File: src/rtl/multicycle_ctrl_fsm.sv
// Multicycle RV32I control FSM.
// Per-opcode state paths drive datapath enables and mux selects. Also provides
// a memory ready handshake with a wait timeout, a sticky trap for illegal
// opcodes and memory timeouts, and an instruction retire counter.
module multicycle_ctrl_fsm #(
    parameter int unsigned TIMEOUT_CYCLES = 16,
    parameter int unsigned HAS_JALR       = 1,
    parameter int unsigned CNT_W          = 32
) (
    input  logic             clk,
    input  logic             rst_n,
    input  logic [31:0]      instr,
    input  logic             zero,
    input  logic             carry,
    input  logic             sign,
    input  logic             overflow,
    input  logic             mem_ready,
    output logic             mem_req,
    output logic             mem_write,
    output logic             adr_src,
    output logic             ir_write,
    output logic             pc_write,
    output logic             reg_write,
    output logic [1:0]       alu_src_a,
    output logic [1:0]       alu_src_b,
    output logic [1:0]       alu_op,
    output logic [1:0]       result_src,
    output logic [2:0]       imm_src,
    output logic             trap,
    output logic [1:0]       trap_cause,
    output logic             retire,
    output logic [CNT_W-1:0] instret
);

    localparam logic [3:0] S_FETCH  = 4'd0;
    localparam logic [3:0] S_DECODE = 4'd1;
    localparam logic [3:0] S_MEMADR = 4'd2;
    localparam logic [3:0] S_MEM_RD = 4'd3;
    localparam logic [3:0] S_MEM_WR = 4'd4;
    localparam logic [3:0] S_MEM_WB = 4'd5;
    localparam logic [3:0] S_EXEC_R = 4'd6;
    localparam logic [3:0] S_EXEC_I = 4'd7;
    localparam logic [3:0] S_ALU_WB = 4'd8;
    localparam logic [3:0] S_JAL    = 4'd9;
    localparam logic [3:0] S_JALR1  = 4'd10;
    localparam logic [3:0] S_JALR2  = 4'd11;
    localparam logic [3:0] S_BRANCH = 4'd12;
    localparam logic [3:0] S_UPPER  = 4'd13;
    localparam logic [3:0] S_TRAP   = 4'd14;

    localparam logic [6:0] OP_LOAD   = 7'b0000011;
    localparam logic [6:0] OP_STORE  = 7'b0100011;
    localparam logic [6:0] OP_R      = 7'b0110011;
    localparam logic [6:0] OP_IMM    = 7'b0010011;
    localparam logic [6:0] OP_JAL    = 7'b1101111;
    localparam logic [6:0] OP_JALR   = 7'b1100111;
    localparam logic [6:0] OP_BRANCH = 7'b1100011;
    localparam logic [6:0] OP_LUI    = 7'b0110111;
    localparam logic [6:0] OP_AUIPC  = 7'b0010111;

    localparam logic [1:0] CAUSE_NONE    = 2'b00;
    localparam logic [1:0] CAUSE_ILLEGAL = 2'b01;
    localparam logic [1:0] CAUSE_TIMEOUT = 2'b10;

    localparam int unsigned WC_W      = (TIMEOUT_CYCLES > 1) ? $clog2(TIMEOUT_CYCLES) : 1;
    localparam int unsigned WC_LAST_I = (TIMEOUT_CYCLES > 0) ? TIMEOUT_CYCLES - 1 : 0;
    localparam logic [WC_W-1:0] WC_LAST = WC_W'(WC_LAST_I);

    logic [3:0]      state;
    logic [3:0]      next_state;
    logic [WC_W-1:0] wait_cnt;
    logic            go_trap;
    logic [1:0]      cause_nxt;
    logic            in_wait;
    logic            timeout_hit;
    logic            br_legal;
    logic            br_taken;
    logic [6:0]      opcode;
    logic [2:0]      funct3;
    logic            req_r;
    logic            wr_r;
    logic            irw_r;
    logic            pcw_r;
    logic            rw_r;
    logic            ret_r;
    logic            unused_instr_bits;

    assign opcode = instr[6:0];
    assign funct3 = instr[14:12];
    assign unused_instr_bits = ^{instr[31:15], instr[11:7]};

    assign in_wait     = (state == S_FETCH) || (state == S_MEM_RD) || (state == S_MEM_WR);
    assign timeout_hit = (TIMEOUT_CYCLES != 0) && in_wait && !mem_ready && (wait_cnt == WC_LAST);

    // Immediate format follows the opcode directly, independent of state.
    always_comb begin
        imm_src = 3'b000;
        case (opcode)
            OP_STORE:         imm_src = 3'b001;
            OP_BRANCH:        imm_src = 3'b010;
            OP_JAL:           imm_src = 3'b011;
            OP_LUI, OP_AUIPC: imm_src = 3'b100;
            default:          imm_src = 3'b000;
        endcase
    end

    // Branch condition from ALU flags; funct3 010/011 are not branches.
    always_comb begin
        br_legal = 1'b1;
        br_taken = 1'b0;
        case (funct3)
            3'b000:  br_taken = zero;
            3'b001:  br_taken = !zero;
            3'b100:  br_taken = sign ^ overflow;
            3'b101:  br_taken = !(sign ^ overflow);
            3'b110:  br_taken = !carry;
            3'b111:  br_taken = carry;
            default: br_legal = 1'b0;
        endcase
    end

    // Next-state selection, including trap entry and its cause.
    always_comb begin
        next_state = state;
        go_trap    = 1'b0;
        cause_nxt  = CAUSE_NONE;
        case (state)
            S_FETCH:  if (mem_ready) next_state = S_DECODE;
            S_DECODE: begin
                case (opcode)
                    OP_LOAD, OP_STORE: next_state = S_MEMADR;
                    OP_R:              next_state = S_EXEC_R;
                    OP_IMM:            next_state = S_EXEC_I;
                    OP_JAL:            next_state = S_JAL;
                    OP_BRANCH:         next_state = S_BRANCH;
                    OP_LUI, OP_AUIPC:  next_state = S_UPPER;
                    OP_JALR: begin
                        if (HAS_JALR != 0) begin
                            next_state = S_JALR1;
                        end else begin
                            go_trap   = 1'b1;
                            cause_nxt = CAUSE_ILLEGAL;
                        end
                    end
                    default: begin
                        go_trap   = 1'b1;
                        cause_nxt = CAUSE_ILLEGAL;
                    end
                endcase
            end
            S_MEMADR: next_state = (opcode == OP_STORE) ? S_MEM_WR : S_MEM_RD;
            S_MEM_RD: if (mem_ready) next_state = S_MEM_WB;
            S_MEM_WR: if (mem_ready) next_state = S_FETCH;
            S_MEM_WB: next_state = S_FETCH;
            S_EXEC_R: next_state = S_ALU_WB;
            S_EXEC_I: next_state = S_ALU_WB;
            S_ALU_WB: next_state = S_FETCH;
            S_JAL:    next_state = S_ALU_WB;
            S_JALR1:  next_state = S_JALR2;
            S_JALR2:  next_state = S_ALU_WB;
            S_BRANCH: begin
                if (br_legal) begin
                    next_state = S_FETCH;
                end else begin
                    go_trap   = 1'b1;
                    cause_nxt = CAUSE_ILLEGAL;
                end
            end
            S_UPPER:  next_state = S_FETCH;
            S_TRAP:   next_state = S_TRAP;
            default:  next_state = S_FETCH;
        endcase
        if (timeout_hit) begin
            go_trap   = 1'b1;
            cause_nxt = CAUSE_TIMEOUT;
        end
        if (go_trap) next_state = S_TRAP;
    end

    // Per-state datapath controls; unlisted controls stay zero.
    always_comb begin
        req_r      = 1'b0;
        wr_r       = 1'b0;
        irw_r      = 1'b0;
        pcw_r      = 1'b0;
        rw_r       = 1'b0;
        ret_r      = 1'b0;
        adr_src    = 1'b0;
        alu_src_a  = 2'b00;
        alu_src_b  = 2'b00;
        alu_op     = 2'b00;
        result_src = 2'b00;
        case (state)
            S_FETCH: begin
                req_r      = 1'b1;
                alu_src_b  = 2'b10;
                result_src = 2'b10;
                irw_r      = mem_ready;
                pcw_r      = mem_ready;
            end
            S_DECODE: begin
                alu_src_a = 2'b01;
                alu_src_b = 2'b01;
            end
            S_MEMADR: begin
                alu_src_a = 2'b10;
                alu_src_b = 2'b01;
            end
            S_MEM_RD: begin
                req_r   = 1'b1;
                adr_src = 1'b1;
            end
            S_MEM_WR: begin
                req_r   = 1'b1;
                wr_r    = 1'b1;
                adr_src = 1'b1;
                ret_r   = mem_ready;
            end
            S_MEM_WB: begin
                result_src = 2'b01;
                rw_r       = 1'b1;
                ret_r      = 1'b1;
            end
            S_EXEC_R: begin
                alu_src_a = 2'b10;
                alu_op    = 2'b10;
            end
            S_EXEC_I: begin
                alu_src_a = 2'b10;
                alu_src_b = 2'b01;
                alu_op    = 2'b10;
            end
            S_ALU_WB: begin
                rw_r  = 1'b1;
                ret_r = 1'b1;
            end
            S_JAL: begin
                alu_src_a = 2'b01;
                alu_src_b = 2'b10;
                pcw_r     = 1'b1;
            end
            S_JALR1: begin
                alu_src_a = 2'b01;
                alu_src_b = 2'b10;
            end
            S_JALR2: begin
                alu_src_a  = 2'b10;
                alu_src_b  = 2'b01;
                result_src = 2'b10;
                pcw_r      = 1'b1;
            end
            S_BRANCH: begin
                alu_src_a = 2'b10;
                alu_op    = 2'b01;
                pcw_r     = br_legal & br_taken;
                ret_r     = br_legal;
            end
            S_UPPER: begin
                alu_src_b  = 2'b01;
                result_src = 2'b10;
                rw_r       = 1'b1;
                ret_r      = 1'b1;
                if (opcode == OP_AUIPC) begin
                    alu_src_a = 2'b01;
                end else begin
                    alu_op = 2'b11;
                end
            end
            default: ;
        endcase
    end

    // Enables are masked by reset so an access in flight drops immediately.
    assign mem_req   = req_r & rst_n;
    assign mem_write = wr_r  & rst_n;
    assign ir_write  = irw_r & rst_n;
    assign pc_write  = pcw_r & rst_n;
    assign reg_write = rw_r  & rst_n;
    assign retire    = ret_r & rst_n;

    // State register and memory wait counter (cleared whenever the state changes).
    always_ff @(posedge clk or negedge rst_n) begin
        if (!rst_n) begin
            state    <= S_FETCH;
            wait_cnt <= '0;
        end else begin
            state <= next_state;
            if (next_state != state) begin
                wait_cnt <= '0;
            end else if (in_wait && !mem_ready) begin
                wait_cnt <= wait_cnt + 1'b1;
            end
        end
    end

    // Sticky trap flag and cause; only reset clears them.
    always_ff @(posedge clk or negedge rst_n) begin
        if (!rst_n) begin
            trap       <= 1'b0;
            trap_cause <= CAUSE_NONE;
        end else if (go_trap) begin
            trap       <= 1'b1;
            trap_cause <= cause_nxt;
        end
    end

    // Retired-instruction counter, wrapping modulo 2^CNT_W.
    always_ff @(posedge clk or negedge rst_n) begin
        if (!rst_n) begin
            instret <= '0;
        end else if (ret_r) begin
            instret <= instret + 1'b1;
        end
    end

endmodule
File: config.mk
export PLATFORM = sky130hd
export DESIGN_NAME = multicycle_ctrl_fsm
export DESIGN_NICKNAME = d
export VERILOG_FILES = /design/src/rtl/multicycle_ctrl_fsm.sv
export SDC_FILE = /design/constraint.sdc
export NUM_CORES = 1
export LEC_CHECK = 0
export BUFFER_PORTS_ARGS = -buffer_cell sky130_fd_sc_hd__buf_2
export CORE_MARGIN = 8
export CORE_UTILIZATION = 42
export DETAILED_ROUTE_END_ITERATION = 8
export HOLD_SLACK_MARGIN = 0.06
export PLACE_DENSITY = 0.68
export SYNTH_ARGS = -nofsm -noshare
export SYNTH_HDL_FRONTEND = slang
export SYNTH_SLANG_ARGS = --single-unit
File: constraint.sdc
create_clock -name clk -period 2.9 [get_ports clk]
set_clock_uncertainty 0.1 [all_clocks]
set_input_delay 0.29 -clock clk [delete_from_list [all_inputs] [get_ports clk]]
set_output_delay 0.29 -clock clk [all_outputs]
set_load 0.05 [all_outputs]
==> results.md, run 1 <==
- The tightest min-delay check is of the input port to asynchronous set/reset pin type.
- After synthesis the cells add up to 2770 um^2.
- The flip-flop and latch count after synthesis is 43.
- At the end of routability-driven placement, the weighted congestion stood at 0.822.
- The number of remaining DRC errors is 0.
- The routed layout has 2391 vias.
- The final period utilization is 0.879.
- The sequential share of the synthesized area is 0.389.
- The longest clock path from root to sink contains 2 buffers.
- The setup path with the least slack is of type flop to output port.
- The CTS tree is built.
- The number of different library cells in the post-synthesis netlist is 67.
- CTS saw 43 sinks.
- The post-placement cell area is 3180 um^2.
- The number of I/O port buffers is 69.
- The residual overflow from global routing is 0.
- The met3 routing resource usage after global routing is 0.0384.
- The async set-or-reset flop fraction in the synthesized netlist is 1.00.
- The final-report max-slew violation count is 0.
- In the global route stage, met1 resource usage came out at 0.178.
- The run finished with clean final reports.
- Entering global routing, the biggest net connects 41 pins.
- During synthesis, Yosys emitted a total of 0 warnings.
- Of all nets on the critical path, the largest fanout is 20.
- In this run the static leakage power is 1.58 nW.
- The count of instances resized after the clock tree is built is 0.
- The number of synthesized flops with an enable pin is 0.
- Before antenna repair, the detailed router went through 4 iterations.
- The remaining max-slew budget at the tightest pin is 0.570.
- The initial antenna violation count is 0.
- The average via count per standard cell is 5.43.
- STA puts the critical path data arrival time at 2.16 ns.
- Leaving out fill and tap cells, the most frequent cells in the layout are buf_2 (69), dfrtp_1 (43), nand2_1 (30), xnor2_1 (23), nor2_1 (16).
- At the worst endpoint, the required time is 2.51 ns.
- The initial standard-cell utilization of the core is 0.436.
- In the synthesized netlist, the number of instances is 289.
- The clock slew seen by the registers of the worst setup and hold paths is 0.08 ns.
- The startpoint class of the critical path is a flop.
- The number of cells on the worst reg-to-reg path is 7.
- The clock latency at the later pin of the worst-skew pair is 0.30 ns.
- By area, the combinational part of the netlist is dominated by simple AND/OR/NAND/NOR gates.
- The reg-to-reg startpoint is state[0].
- The completed layout was analyzed and its total power is 2.77 mW.
- In this run the most used layer during global routing was met2.
- The setup check on the worst reg-to-reg path leaves a slack of 0.42 ns.
- The final total negative setup slack is 0 ns.
- The count of nets left with antenna violations once routing finished came out at 0.
- The finished cells cover 3300 um^2.
- Setup repair after global routing left no endpoint under its margin.
- For this block, the initial DRC count from the detailed router was 88.
- Of the total synthesized cell area, the portion taken by XOR and XNOR cells is 0.120.
- The final count of hold timing violations is 0.
- The average instance area after synthesis is 9.57 um^2.
- The number of buffers inserted by post-CTS setup repair is 0.
- The capturing point of the worst reg2reg path is wait_cnt[0].
- The via count of the first global-routing pass is 2358.
- The chip height is 97.2 um.
- The max-cap violation count is 0.
- The capturing element type of the critical path is an output port.
- Of the total synthesized cell area, the portion taken by full adders, half adders and majority gates is 0.00905.
- The final setup violation count is 0.
- Power spread over the standard cell area amounts to 839 nW/um^2.
- Fill cells in the final layout number 584.
- Detailed placement finished with a half-perimeter wire length of 5040 um.
- Summed over all layers, the routed wires come to 6630 um.
- Dividing the detail-routed wire length by the instance count gives 15.1 um.
- The maximum vdd ir drop is 753 uV.
- The chip width is 97.2 um.
- The post-synthesis net count is 330.
- The standard-cell row count is 29.
- The final period demand of the worst path is 2.55 ns.
- The standard cell core area is 6350 um^2.
- 0 antenna diodes ended up in the layout.
- From synthesis to final layout, the design area changed by 19.4%.
- For this run, the total global-route usage over all layers was measured as 0.138.
- The root buffer cell is clkbuf_8.
- The first global-routing pass estimated 11300 um of wire.
- The number of buffers created by CTS is 5.
- The net count reported at finish is 403.
- The synthesized-area fraction occupied by ao, oa, aoi and oai cells was 0.125.
- Measured on the finished design, the core utilization comes to 0.520.
- The library cell used most frequently in the layout, excluding fill and tap cells, is buf_2.
- The proportion of layout cells with a drive suffix above 1 is 0.292.
- For this design the top-level I/O count stands at 92.
- After synthesis, the share of cell area in mux cells is 0.00769.
- The number of hold buffers added after CTS was 1.
- At the pin with the least slew margin, the transition time is 0.645 ns.
- The global routing met2 resource utilization is 0.219.
- Of the total synthesized cell area, the portion taken by AND, OR, NAND and NOR gates is 0.306.
- The maximum achievable frequency is 392 MHz.
- The primary flip-flop cell chosen by synthesis mapping is dfrtp_1.
- The depth of the CTS H-tree is 2.
- The die footprint is 9440 um^2.
==> where the power goes <==
group / leakage (nW) / switching (mW) / internal [mW] / total, mW
Sequential: 0.566 / 0.172 / 0.664 / 0.836
Combinational: 0.960 / 0.977 / 0.495 / 1.47
Clock: 0.0581 / 0.209 / 0.256 / 0.466
==> final cells by class <==
type	instances	area (um^2)	area share
clock inverter	3	43.8	0.0133
inverter	5	18.8	0.00568
multi-input combinational	228	1580	0.477
tap	77	96.3	0.0292
timing repair buffer	79	423	0.128
sequential	43	1080	0.326
clock buffer	5	68.8	0.0208
==> registers in the layout, indices dropped and copies added (netlist names) <==
| name | flops |
|---|---|
| instret | 32 |
| trap_cause | 2 |
| state | 4 |
| wait_cnt | 4 |
| trap | 1 |
==> per-stage QoR <==
step	hold slack, ns	instances	setup WS [ns]
floorplan	-0.106	289	0.463
global placement	0.0468	431	0.499
detailed placement	0.0455	431	0.460
CTS	0.285	440	0.347
global route	0.299	440	0.188
finish	0.276	440	0.352
==> worst max-delay path, cell delays in order (launching register included) <==
cell and delay (ns):
dfrtp_1 0.76, o21ai_1 0.23, a21oi_2 0.40, and2_1 0.21, buf_2 0.27
==> how the worst max path moves through the flow <==
stage	end	slack, ns	cells after the start	start
detailed placement	wait_cnt[0]	0.46	7	state[0]
floorplan	alu_op[0]	0.46	4	state[0]
global placement	wait_cnt[3]	0.50	6	state[0]
global route	retire	0.19	4	state[0]
CTS	retire	0.35	4	state[0]
finish	retire	0.35	4	state[0]
==> cell usage after synthesis (4+ instances only) <==
cell     number  area [um^2]
and2_1        6         37.5
and4_1        5         43.8
nor3_1       12         60.1
nand3_1      10         50.1
xnor2_1      23          201
dfrtp_1      43         1080
nand4_1      14         87.6
nor2b_1      14         87.6
xor2_1       15          131
and3_1        5         31.3
nor2_1       16         60.1
nand2_1      30          113
o21ai_0       5         25.0
a21oi_1       4         20.0
buf_6         5         56.3
and3b_1       4         35.0
inv_1         5         18.8
o21ai_1       4         20.0
==> layer usage <==
layer,wire length (um),vias to the layer above,share of wire
met2,3120,54,0.47
met3,373,5,0.056
li1,-,1179,-
met1,3090,1153,0.47
met4,49,0,0.0074
met5,0,-,0
==> cells by family after synthesis <==
kind of cell,Yosys count
AOI/OAI and AO/OA,43
xor gates and xnor gates,38
adders and majority gates,2
buffers and inverters,18
DFF,43
muxes,2
and+or+nand+nor,143
No activity file was read; power rests on OpenSTA's default activity.
==> inputs of run 2 (changes only) <==
--- a/config.mk
+++ b/config.mk
@@ -11,6 +11,7 @@
 export DETAILED_ROUTE_END_ITERATION = 8
 export HOLD_SLACK_MARGIN = 0.06
 export PLACE_DENSITY = 0.68
+export REMOVE_ABC_BUFFERS = 1
 export SYNTH_ARGS = -nofsm -noshare
 export SYNTH_HDL_FRONTEND = slang
 export SYNTH_SLANG_ARGS = --single-unit
==> run 2 against run 1 <==
Compared with the run above:
- critical path depth increased by 3
- clock-buffer cell count increased by 1
- highest routed layer unchanged
- global-route usage down 0.11 points
- final cell count decreased by 1.1%
- maximum frequency rose by 0.16%
- largest cell class unchanged
- flip-flop and latch count unchanged
- clock power is 27% lower
- core utilization fell by 1.1 points
- combinational power about the same
- worst setup slack improved by 0.0041 ns
- non-clock buffer count is 3 lower
==> results.md, run 2 (synthesized netlist as in run 1, its figures left out) <==
- The run finished with clean final reports.
- The cell family contributing the most delay on the critical path is buffers and inverters.
- For this run the aggregate overflow at the end of global routing stands at 0.
- The worst min-delay path category is input port to asynchronous set/reset pin.
- The first global-routing pass estimated 11200 um of wire.
- The remaining max-slew budget at the tightest pin is 0.634.
- Setup violations remaining at the end of the flow were counted as 0.
- The register with the most flip-flops in the final layout is instret.
- The weighted congestion at the end of routability-driven global placement is 0.803.
- Of the total power, combinational logic draws 0.561.
- The die footprint is 9440 um^2.
- The capturing element type of the critical path is an output port.
- The switching share of power is 0.502.
- The final-report max-slew violation count is 0.
- Dividing the detail-routed via count by the number of cells gives 5.37.
- The worst setup path is of the flop to output port kind.
- The number of primary I/O pins is 92.
- At the worst endpoint, the required time is 2.51 ns.
- The final period demand of the worst path is 2.54 ns.
- Clock-pin slew was measured on the worst setup and hold paths at 0.08 ns.
- Setup repair after global routing left no endpoint under its margin.
- The floorplan has 29 rows.
- At the placement stage, the worst setup path has a slack of 0.490 ns.
- The power per cell area is 814 nW/um^2.
- The worst path arrival time is 2.15 ns.
- The standard cell core area is 6350 um^2.
- The largest net degree at the start of global routing is 44.
- The detail route stage leaves a number of antenna-violating nets equal to 0.
- Along the worst path, the maximum fanout reaches 17.
- The area added between synthesis and finish is 16.9%.
- The detailed-route via count is 2334.
- The signal on the critical path passes through buf_4 -> buf_4 -> nor2b_1 -> or2_2 -> o21ai_0 -> nor2b_1 -> buf_2.
- The internal power summed over all cells is 1.31 mW.
- The design draws 2.63 mW.
- The final total negative setup slack is 0 ns.
- The maximum buffer depth of the clock tree is 2.
- Across all register-to-register paths, the minimum setup slack is 0.48 ns.
- The measured slew at the worst slew-check pin is 0.549 ns.
- Leaving out fill and tap cells, the most frequent cells in the layout are buf_2 (69), dfrtp_1 (43), nand2_1 (30), xnor2_1 (23), nor2_1 (16).
- The maximum achievable frequency is 393 MHz.
- The clock net in this run drives a total of 43 sinks.
- The HPWL after detailed placement is 5010 um.
- The share of total power dissipated in sequential elements is 0.310.
- The tool flagged a number of max-cap violations equal to 0.
- The master of the slowest instance on the critical path is dfrtp_1.
- The number of buffers and inverters on the critical path is 3.
- Buffers added to address setup during post-CTS repair amount to 0.
- The leading cell type in the layout, fill and taps excluded is buf_2.
- The maximum vdd ir drop is 560 uV.
- The final layout contains 400 nets.
- The average wire length per cell after detail routing is 15.1 um.
- The H-tree was split into 2 levels.
- The final period utilization is 0.877.
- The number of I/O port buffers is 69.
- The number of DRC markers after the initial detailed-route iteration is 146.
- The final critical-path setup slack is 0.356 ns.
- In this run, CTS created clock tree buffers numbering 5.
- Once the clock tree was built, the resizer swapped 0 gates to a different size.
- For this run, the total global-route usage over all layers was measured as 0.137.
- Summed over all nets, the switching power comes to 1.32 mW.
- The register with the most flip-flops in the layout has 32 of them.
- The proportion of layout cells with a drive suffix above 1 is 0.279.
- The final count of hold timing violations is 0.
- The via count of the first global-routing pass is 2351.
- The initial antenna violation count was 0.
- The number of remaining DRC errors is 0.
- STA classifies the critical path startpoint as a flop.
- TritonCTS built the clock tree.
- The standby leakage power is 1.55 nW.
- Summed over all layers, the routed wires come to 6560 um.
- The part of the total power dissipated in the clock network is 0.129.
- The largest registers in the layout are instret (32), state (4), wait_cnt (4).
- For this run, the detailed router's first-pass iteration total came to 5.
- The count of hold buffers inserted by post-cts repair is 0.
- On the worst path, the slowest cell contributes a delay of 0.50 ns.
- The die is 97.2 um wide.
- CTS placed an instance of clkbuf_8 at the clock tree root.
- The clock latency at the later pin of the worst-skew pair is 0.28 ns.
- For this configuration, the core starts out at a cell density of 0.436.
- The chip height is 97.2 um.
- The number of antenna diodes is 0.
-- run 2: stage by stage --
| step | utilization | cell area (um^2) | cells | hold slack (ns) |
|---|---|---|---|---|
| after floorplan | - | 2670 | 276 | -0.106 |
| after global placement | 0.498 | 3160 | 429 | 0.351 |
| after detailed placement | 0.498 | 3160 | 429 | 0.354 |
| after CTS | 0.509 | 3230 | 435 | 0.145 |
| after global routing | 0.509 | 3230 | 435 | 0.177 |
| final | 0.509 | 3230 | 435 | 0.126 |
-- run 2: power by group through the flow --
stage	logic (mW)	registers (mW)	clock network (mW)
5_1_grt	1.59	0.835	0.377
4_1_cts	1.49	0.815	0.350
6_report	1.48	0.815	0.340
3_3_place_gp	1.47	0.822	0
3_5_place_dp	1.48	0.827	0
2_1_floorplan	0.932	0.981	0
-- run 2: worst paths after layout --
check                          from            end  cells after the start
setup / recovery           state[3]   alu_src_b[1]                      7
setup reg to reg           state[0]    wait_cnt[0]                      6
min in group clk               trap           trap                      1
hold / removal                rst_n  trap_cause[0]                      2
max in group asynchronous     rst_n     instret[5]                      2
hold reg to reg                trap           trap                      1
-- run 2: worst register-to-register path, cell delays in order, from the launching register on --
cell and delay (ns):
dfrtp_1 0.69, and3b_1 0.26, nor2_1 0.08, or4_1 0.59, and2_4 0.22, a32oi_2 0.26
nor3_1 0.09
-- run 2: area by class of cell --
cell class                 instances  area (um^2)
clock buffer                       6         72.6
fill                             611         3120
inverter                           5         18.8
multi-input combinational        228         1570
sequential                        43         1080
tap                               77         96.3
timing repair buffer              76          398
-- run 2: routing by layer --
| layer | routed length [um] | track usage | vias to the layer above | part of all wire |
|---|---|---|---|---|
| met5 | 0 | 0 | - | 0 |
| met4 | 38 | 0.0213 | 0 | 0.0058 |
| met3 | 275 | 0.0334 | 2 | 0.042 |
| met2 | 3070 | 0.226 | 41 | 0.47 |
| met1 | 3180 | 0.179 | 1114 | 0.49 |
| li1 | - | - | 1177 | - |
